[src/rtl/imem_loader.sv]
// Byte-stream loader for the instruction ROM: assembles big-endian words and writes them from BASE_ADDR up.
// Optional trailing XOR checksum byte enabled by defining IMEM_LOADER_CHECKSUM_EN.
module imem_loader #(
  parameter logic [31:0] BASE_ADDR = 32'h3000,
  parameter int          DEPTH     = 1024
) (
  input  logic        clk,
  input  logic        Reset_n,
  input  logic        Load_Start,
  input  logic [7:0]  Byte_In,
  input  logic        Byte_Valid,
  output logic        Byte_Ready,
  output logic        Mem_WE,
  output logic [31:0] Mem_Addr,
  output logic [31:0] Mem_WData,
  output logic        CPU_Hold,
  output logic        Busy,
  output logic        Done,
  output logic        Load_Err,
  output logic [15:0] Words_Loaded
);

  localparam logic [15:0] DEPTH_W = 16'(DEPTH);

  typedef enum logic [2:0] {
    S_IDLE,
    S_CNT_HI,
    S_CNT_LO,
    S_DATA,
`ifdef IMEM_LOADER_CHECKSUM_EN
    S_CHK,
`endif
    S_DONE,
    S_ERR
  } state_t;

  state_t      state_q, state_nxt;
  logic [15:0] cnt_q, cnt_nxt;
  logic [15:0] words_q, words_nxt;
  logic [1:0]  idx_q, idx_nxt;
  logic [23:0] shift_q, shift_nxt;
  logic        we_q, we_nxt;
  logic [31:0] addr_q, addr_nxt;
  logic [31:0] wdata_q, wdata_nxt;
  logic        ready_q, ready_nxt;
  logic        hold_q, hold_nxt;
  logic        busy_q, busy_nxt;
  logic        done_q, done_nxt;
  logic        err_q, err_nxt;
`ifdef IMEM_LOADER_CHECKSUM_EN
  logic [7:0]  xor_q, xor_nxt;
`endif

  logic        accept;
  logic [15:0] cnt_full;
  logic [15:0] words_inc;

  assign accept    = Byte_Valid && ready_q;
  assign cnt_full  = {cnt_q[15:8], Byte_In};
  assign words_inc = words_q + 16'd1;

  always_ff @(posedge clk or negedge Reset_n) begin
    if (!Reset_n) begin
      state_q <= S_IDLE;
      cnt_q   <= '0;
      words_q <= '0;
      idx_q   <= '0;
      shift_q <= '0;
      we_q    <= 1'b0;
      addr_q  <= '0;
      wdata_q <= '0;
      ready_q <= 1'b0;
      hold_q  <= 1'b0;
      busy_q  <= 1'b0;
      done_q  <= 1'b0;
      err_q   <= 1'b0;
`ifdef IMEM_LOADER_CHECKSUM_EN
      xor_q   <= '0;
`endif
    end else begin
      state_q <= state_nxt;
      cnt_q   <= cnt_nxt;
      words_q <= words_nxt;
      idx_q   <= idx_nxt;
      shift_q <= shift_nxt;
      we_q    <= we_nxt;
      addr_q  <= addr_nxt;
      wdata_q <= wdata_nxt;
      ready_q <= ready_nxt;
      hold_q  <= hold_nxt;
      busy_q  <= busy_nxt;
      done_q  <= done_nxt;
      err_q   <= err_nxt;
`ifdef IMEM_LOADER_CHECKSUM_EN
      xor_q   <= xor_nxt;
`endif
    end
  end

  always_comb begin
    state_nxt = state_q;
    cnt_nxt   = cnt_q;
    words_nxt = words_q;
    idx_nxt   = idx_q;
    shift_nxt = shift_q;
    we_nxt    = 1'b0;
    addr_nxt  = addr_q;
    wdata_nxt = wdata_q;
    ready_nxt = ready_q;
    hold_nxt  = hold_q;
    busy_nxt  = busy_q;
    done_nxt  = 1'b0;
    err_nxt   = err_q;
`ifdef IMEM_LOADER_CHECKSUM_EN
    xor_nxt   = xor_q;
`endif

    if ((state_q == S_IDLE || state_q == S_ERR) && Load_Start) begin
      state_nxt = S_CNT_HI;
      cnt_nxt   = '0;
      words_nxt = '0;
      idx_nxt   = '0;
      shift_nxt = '0;
      ready_nxt = 1'b1;
      hold_nxt  = 1'b1;
      busy_nxt  = 1'b1;
      err_nxt   = 1'b0;
`ifdef IMEM_LOADER_CHECKSUM_EN
      xor_nxt   = '0;
`endif
    end else begin
      case (state_q)
        S_CNT_HI: begin
          if (accept) begin
            cnt_nxt   = {Byte_In, 8'h00};
            state_nxt = S_CNT_LO;
          end
        end
        S_CNT_LO: begin
          if (accept) begin
            cnt_nxt = cnt_full;
            if (cnt_full > DEPTH_W) begin
              state_nxt = S_ERR;
              ready_nxt = 1'b0;
              busy_nxt  = 1'b0;
              err_nxt   = 1'b1;
            end else if (cnt_full == 16'd0) begin
`ifdef IMEM_LOADER_CHECKSUM_EN
              state_nxt = S_CHK;
`else
              state_nxt = S_DONE;
              ready_nxt = 1'b0;
              done_nxt  = 1'b1;
`endif
            end else begin
              state_nxt = S_DATA;
            end
          end
        end
        S_DATA: begin
          if (accept) begin
`ifdef IMEM_LOADER_CHECKSUM_EN
            xor_nxt = xor_q ^ Byte_In;
`endif
            if (idx_q == 2'd3) begin
              we_nxt    = 1'b1;
              wdata_nxt = {shift_q, Byte_In};
              addr_nxt  = BASE_ADDR + {14'd0, words_q, 2'b00};
              words_nxt = words_inc;
              idx_nxt   = 2'd0;
              // Stop taking bytes while the final word is written; the exit happens next cycle.
              if (words_inc == cnt_q) ready_nxt = 1'b0;
            end else begin
              shift_nxt = {shift_q[15:0], Byte_In};
              idx_nxt   = idx_q + 2'd1;
            end
          end else if (we_q && words_q == cnt_q) begin
`ifdef IMEM_LOADER_CHECKSUM_EN
            state_nxt = S_CHK;
            ready_nxt = 1'b1;
`else
            state_nxt = S_DONE;
            done_nxt  = 1'b1;
`endif
          end
        end
`ifdef IMEM_LOADER_CHECKSUM_EN
        S_CHK: begin
          if (accept) begin
            ready_nxt = 1'b0;
            if (Byte_In == xor_q) begin
              state_nxt = S_DONE;
              done_nxt  = 1'b1;
            end else begin
              state_nxt = S_ERR;
              busy_nxt  = 1'b0;
              err_nxt   = 1'b1;
            end
          end
        end
`endif
        S_DONE: begin
          state_nxt = S_IDLE;
          busy_nxt  = 1'b0;
          hold_nxt  = 1'b0;
        end
        S_ERR:   state_nxt = S_ERR;
        S_IDLE:  state_nxt = S_IDLE;
        default: state_nxt = S_IDLE;
      endcase
    end
  end

  assign Byte_Ready   = ready_q;
  assign Mem_WE       = we_q;
  assign Mem_Addr     = addr_q;
  assign Mem_WData    = wdata_q;
  assign CPU_Hold     = hold_q;
  assign Busy         = busy_q;
  assign Done         = done_q;
  assign Load_Err     = err_q;
  assign Words_Loaded = words_q;

endmodule

[config.mk]
export PLATFORM = sky130hd
export DESIGN_NAME = imem_loader
export DESIGN_NICKNAME = d
export VERILOG_FILES = /design/src/rtl/imem_loader.sv
export SDC_FILE = /design/constraint.sdc
export NUM_CORES = 1
export LEC_CHECK = 0
export CAP_MARGIN = 30
export CORE_MARGIN = 2
export CORE_UTILIZATION = 30
export CTS_BUF_LIST = sky130_fd_sc_hd__clkbuf_4
export CTS_CLUSTER_DIAMETER = 50
export DETAILED_ROUTE_END_ITERATION = 10
export PLACE_DENSITY_LB_ADDON = 0.05
export SYNTH_ARGS = -nofsm -noshare
export SYNTH_HDL_FRONTEND = slang
export SYNTH_SLANG_ARGS = --single-unit
[constraint.sdc]
create_clock -name clk -period 2.3 [get_ports clk]
set_clock_uncertainty 0.2 [all_clocks]
set_input_delay 0.345 -clock clk [delete_from_list [all_inputs] [get_ports clk]]
set_output_delay 0.345 -clock clk [all_outputs]
set_load 0.05 [all_outputs]
Word level (Yosys, flattened, before mapping)
Index checks and enable logic that the tools add are counted.

Output and inout port bits: 86. Flip-flop bits (word level): 131.

Reduce and logical (&&, ||, !) cells: 26. Equality and inequality tests: 19. Add/sub/neg operators: 3. Mux-type cells: 53. $lt $le $gt $ge: 1. Bitwise logic cells: 1.

Operator list (number): two-way mux 16 bit (6); two-way mux 24 bit (4); == test 16 bit (2); one-hot mux 16 bit (2 select lines) (1); two-way mux 1 bit (26); inequality test 3 bit (second input constant) (8); two-way mux 3 bit (7); adder 14 x 18 -> 19 bit (first input constant) (1); AND reduction 3 bit (6); adder 16 x 1 -> 16 bit (second input constant) (1); greater-than comparator 16 x 11 -> 1 bit (second input constant) (1); logical NOT 16 bit (1); nonzero test 2 bit (7); one-hot mux 3 bit (4 select lines) (1); nonzero test 3 bit (3); two-way mux 2 bit (4); two-way mux 8 bit (1); AND reduction 4 bit (2); == test 3 x 2 -> 1 bit (second input constant) (2); == test 3 bit (second input constant) (2); one-hot mux 1 bit (2 select lines) (3); AND reduction 6 bit (1); inequality test 2 bit (second input constant) (2); inequality test 4 bit (second input constant) (1); 8 further kinds (10).

Depth between registers and ports, before layout
Word-level depth: 7. Mapped depth: 11. Gate-level depth less buffers: 8.

Worst setup path before layout
OpenSTA, ideal clock, no wires.

Kind: reg2reg. Start point: register words_q[0] (netlist: Words_Loaded[0]). End point: register ready_q (netlist: Byte_Ready). Data required time: 1963 ps. Library setup time: 137 ps. Stages on the path, launching flop included: 8. Path buffers: 0. Setup slack: -291 ps. Arrival time: 2253 ps. Path through: dfrtp_1 -> ha_1 -> nand3_2 -> nor4_2 -> a2bb2oi_1 -> o2111ai_1 -> a2111oi_0 -> a21oi_1.

Word-level cells in the longest chain between the ends: 4.

Ends and longest elaborated chain: start, declared (line 39) `logic [15:0] words_q, words_nxt;`; start signal, assigned (line 83) `words_q <= words_nxt;`; adder 16 x 1 -> 16 bit (line 60) `assign words_inc = words_q + 16'd1;`; == test 16 bit (line 172) `if (words_inc == cnt_q) ready_nxt = 1'b0;`; inequality test 3 bit (no line); AND reduction 6 bit (no line); end signal, assigned (line 89) `ready_q <= ready_nxt;`; end, declared (line 45) `logic ready_q, ready_nxt;`.

No other way between the ends. A chain may end at the register's enable or synchronous reset.

Worst setup path in the final report
Ends and elaborated chain as after synthesis.

==> results <==
- The clock tree from TritonCTS is yes.
- The netlist uses 54 different library cells.
- The width of the die is around 140 um.
- The average cell area after synthesis is 8.703 um^2.
- From bottom edge to top edge, the die measures around 140 um.
- In the synthesized netlist, the cells that appear most often are 234 x sky130_fd_sc_hd__nand2_1, 116 x sky130_fd_sc_hd__dfrtp_1, 59 x sky130_fd_sc_hd__o21ai_0.
- The count of routing violations after the opening detailed-route iteration is 352.
- The number of iterations in the first detailed-routing pass is 5.
- The sum of net half-perimeters after detailed placement is 12030 um.
- Cell internal power was estimated by the tool at about 0.0036 W.
- The clock period could shrink to 2244 ps.
- On the final layout, the worst hold slack is 108.5 ps.
- In this run the tool buffered the top-level ports with 82 buffer cells.
- The clock input transition at the sequential cells of the worst setup and hold paths is 120 ps.
- The top cell type by area accounts for 52.36% of the synthesized area.
- Across all layers, the routed design uses 4777 vias.
- The largest stage delay on the critical path is 460 ps.
- The power per cell area is 810.8 mW/mm^2.
- The sum of buffers and inverters on the critical path is 1.
- The relative contribution of the clock network to total power is 24.2%.
- The area of the core region is 0.01802 mm^2.
- The cell type contributing the most total cell area after synthesis is sky130_fd_sc_hd__dfrtp_1.
- The net switching share of the total power is roughly 40%.
- The global-route usage over all layers is 17.61%.
- In this run, the combinational gates consume about a third of the power.
- The cell class contributing the biggest share of worst-path delay is simple AND/OR/NAND/NOR gates.
- Power comes to 0.005918 W.
- 98 I/O pins were placed.
- The final global-route overflow total is 0.
- The initial antenna violation count is 1.
- For this design the static power due to leakage is 3.733 nW.
- The first global-routing pass estimated between 20000 and 30000 um of wire.
- The remaining max-slew budget at the tightest pin is 65.56%.
- Max-cap violations in this run came to 0.
- The synthesis-to-finish area growth is 31.64%.
- Setup repair after global routing could not meet its margin everywhere.
- The number of synthesized register bits is between 100 and 150.
- In the routed layout, each cell is associated on average with a via count of 4.716.
- Static timing analysis puts the maximum clock frequency at 0.4456 GHz.
- Dividing the detail-routed wire length by the instance count gives between 15 and 20 um.
- Setup violations remaining at the end of the flow were counted as 0.
- The run finished with clean final reports.
- The signal arrival time at the worst endpoint is around 2500 ps.
- The flop-to-flop setup slack is 60 ps.
- CTS built an H-tree with a depth of 4.
- Synthesis produced ~640 cells.
- The maximum fanout encountered on the critical timing path is 4.
- Traced cell by cell, the critical path runs through ha_4, xnor2_1, nand2_1, nor4_1, nand4_1, a2111oi_2, buf_4, a21oi_1.
- The placer's final routability congestion estimate is 0.8426.
- The category of the most critical setup path is flip-flop to flip-flop.
- The nature of the critical path endpoint is a flip-flop.
- The dominant synthesized flop cell is sky130_fd_sc_hd__dfrtp_1.
- The final critical path takes up 97.56% of the cycle.
- The number of enable flip-flop cells after synthesis is 0.
- The largest vdd supply drop is 342.2 uV.
- Of the cells placed in the final design, the portion with a size suffix greater than 1 is 17.62%.
- The Yosys step of the flow raised 0 warnings.
- Sorting the synthesized cells by area gives the leading types as sky130_fd_sc_hd__dfrtp_1 52%, sky130_fd_sc_hd__nand2_1 16%, sky130_fd_sc_hd__o21ai_0 5.3%.
- The count of endpoints failing hold in the final timing report is 0.
- The starting density of the core is a little under a third.
- The number of buffers inserted during clock tree synthesis is 17.
- The analysis attributes to net switching a power of 0.002341 W.
- The number of sinks handled by clock tree synthesis is 116.
- The tree is rooted in a sky130_fd_sc_hd__clkbuf_4.
- The full die area is 0.01958 mm^2.
- For the worst setup path, the data required time is 2540 ps.
- The sequential fraction of the synthesis area is 52.36%.
- Sequential cells burn 44.4% of the power.
- The startpoint type of the worst setup path is a flip-flop.
- The maximum count of clock buffers along a single path is 2.
- For the worst-skew pair, the clock arrives at the later sink with an insertion delay of between 500 and 600 ps.
- The transition time of the tightest slew-check pin is just over 500 ps.
- For this run, asynchronously set or reset flops after synthesis account for 100.0%.
- The detail route stage leaves a number of antenna-violating nets equal to 0.
- Entering global routing, the biggest net connects 50 pins.
- The wire length reported by the detailed router is 16400 um.
- The synthesized area is 0.005544 mm^2.
- Among all stages on the critical path, the largest delay is contributed by sky130_fd_sc_hd__dfrtp_2.
- The library cell with the highest instance count after synthesis is sky130_fd_sc_hd__nand2_1.
- The number of max-slew violations in the final report is 0.
- The number of global-route vias before repair is approximately 4800.
- In the routed design, unresolved DRC markers number 0.
- The initialized floorplan defines 49 standard-cell rows.
- For this run, the post-layout net count is 786.
- The path class of the lowest-slack min-delay path is input port to async pin.
==> sequential cells by signal, indices dropped and copies added, names as in the netlist, 2 cells and up <==
| register | flops |
|---|---|
| state_q | 3 |
| Words_Loaded | 16 |
| Mem_Addr | 17 |
| shift_q | 24 |
| Mem_WData | 32 |
| cnt_q | 16 |
| idx_q | 2 |
==> cell usage in the layout (no fill, tap or decap), types with 4 or more instances in the layout <==
cell / netlist / routed
sky130_fd_sc_hd__xnor2_1: 19 / 19
sky130_fd_sc_hd__dfrtp_2: 0 / 15
sky130_fd_sc_hd__a21oi_1: 8 / 8
sky130_fd_sc_hd__a31oi_1: 4 / 4
sky130_fd_sc_hd__conb_1: 1 / 15
sky130_fd_sc_hd__clkinvlp_4: 0 / 5
sky130_fd_sc_hd__nand2b_1: 5 / 5
sky130_fd_sc_hd__clkinv_4: 1 / 4
sky130_fd_sc_hd__nor3_1: 6 / 5
sky130_fd_sc_hd__dfrtp_1: 116 / 101
sky130_fd_sc_hd__o21ai_0: 59 / 59
sky130_fd_sc_hd__dlygate4sd2_1: 0 / 66
sky130_fd_sc_hd__buf_12: 0 / 6
sky130_fd_sc_hd__nand3_1: 27 / 27
sky130_fd_sc_hd__clkbuf_4: 0 / 18
sky130_fd_sc_hd__clkdlybuf4s50_1: 0 / 10
sky130_fd_sc_hd__nor2_1: 23 / 22
sky130_fd_sc_hd__xor2_1: 15 / 15
sky130_fd_sc_hd__nand2_1: 234 / 234
sky130_fd_sc_hd__nand4_1: 8 / 8
sky130_fd_sc_hd__inv_1: 9 / 9
sky130_fd_sc_hd__buf_4: 19 / 63
==> worst register-to-register path, cell delays in order, from the launching register on <==
cell and delay [ps]:
sky130_fd_sc_hd__dfrtp_2 460, sky130_fd_sc_hd__ha_4 280, sky130_fd_sc_hd__xnor2_1 110, sky130_fd_sc_hd__nand2_1 100, sky130_fd_sc_hd__nor4_1 250, sky130_fd_sc_hd__nand4_1 150, sky130_fd_sc_hd__a2111oi_2 370, sky130_fd_sc_hd__buf_4 170
sky130_fd_sc_hd__a21oi_1 50
==> kinds of logic after synthesis <==
kind of cell	synth area share, %
and+or+nand+nor	25.41
DFF	52.36
AOI/OAI and AO/OA	9.840
buffers and inverters	6.048
xor gates and xnor gates	5.371
adders and majority gates	0.9028
other	0.06764
==> per-stage QoR <==
stage	std cells	setup slack [ps]	area (um^2)	util, %	setup TNS, ps
after floorplan	651	2.086	5637	-	0
after global placement	977	-282.0	7025	38.98	-7468
after detailed placement	977	-298.3	7025	38.98	-8421
after CTS	1010	0.6993	7222	40.07	0
after global routing	1013	-2.805	7298	40.49	-2.805
final	1013	56.08	7298	40.49	0
==> cell type report <==
type                    count  area [um^2]
multi-input cells         474         2445
inverters                  10        42.54
clock buffers              18        135.1
well taps                 229        286.5
diodes                      1        2.502
repair buffers            151         1336
clock inverters            14        128.9
fillers                  1879        10730
flip-flops and latches    116         2922
==> per-layer routing <==
metal	vias up	part of all wire, %	global-route usage [%]
met3	12	3.9	3.761
met5	-	0	0
met2	123	47	27.68
li1	2350	-	-
met4	0	1.1	5.895
met1	2292	48	24.26
==> path summary, 6_finish.rpt <==
kind / startpoint / to / depth (start not counted)
max in group asynchronous: Reset_n / cnt_q[11] / 3
setup / recovery: Words_Loaded[0] / Byte_Ready / 8
min in group clk: Mem_Addr[2] / Mem_Addr[2] / 2
hold reg to reg: Mem_Addr[2] / Mem_Addr[2] / 2
hold / removal: Reset_n / Load_Err / 2
setup reg to reg: Words_Loaded[0] / Byte_Ready / 8
==> power groups by stage <==
stage	registers (W)	logic, W	clock network (W)
floorplan	0.00269	0.00108	0
global placement	0.00268	0.00181	0
detailed placement	0.00268	0.00181	0
CTS	0.00263	0.00180	0.00149
global route	0.00268	0.00206	0.00159
finish	0.00263	0.00186	0.00143
==> timing repair <==
item / CTS / global route
pin swaps: 0 / 2
endpoints found under the setup margin: 71 / 9
gates resized for setup: 72 / 13
setup buffers: 0 / 2
hold endpoints to repair: 116 / 0
hold buffers: 1 / 0
(Power assumes the default switching activity.)
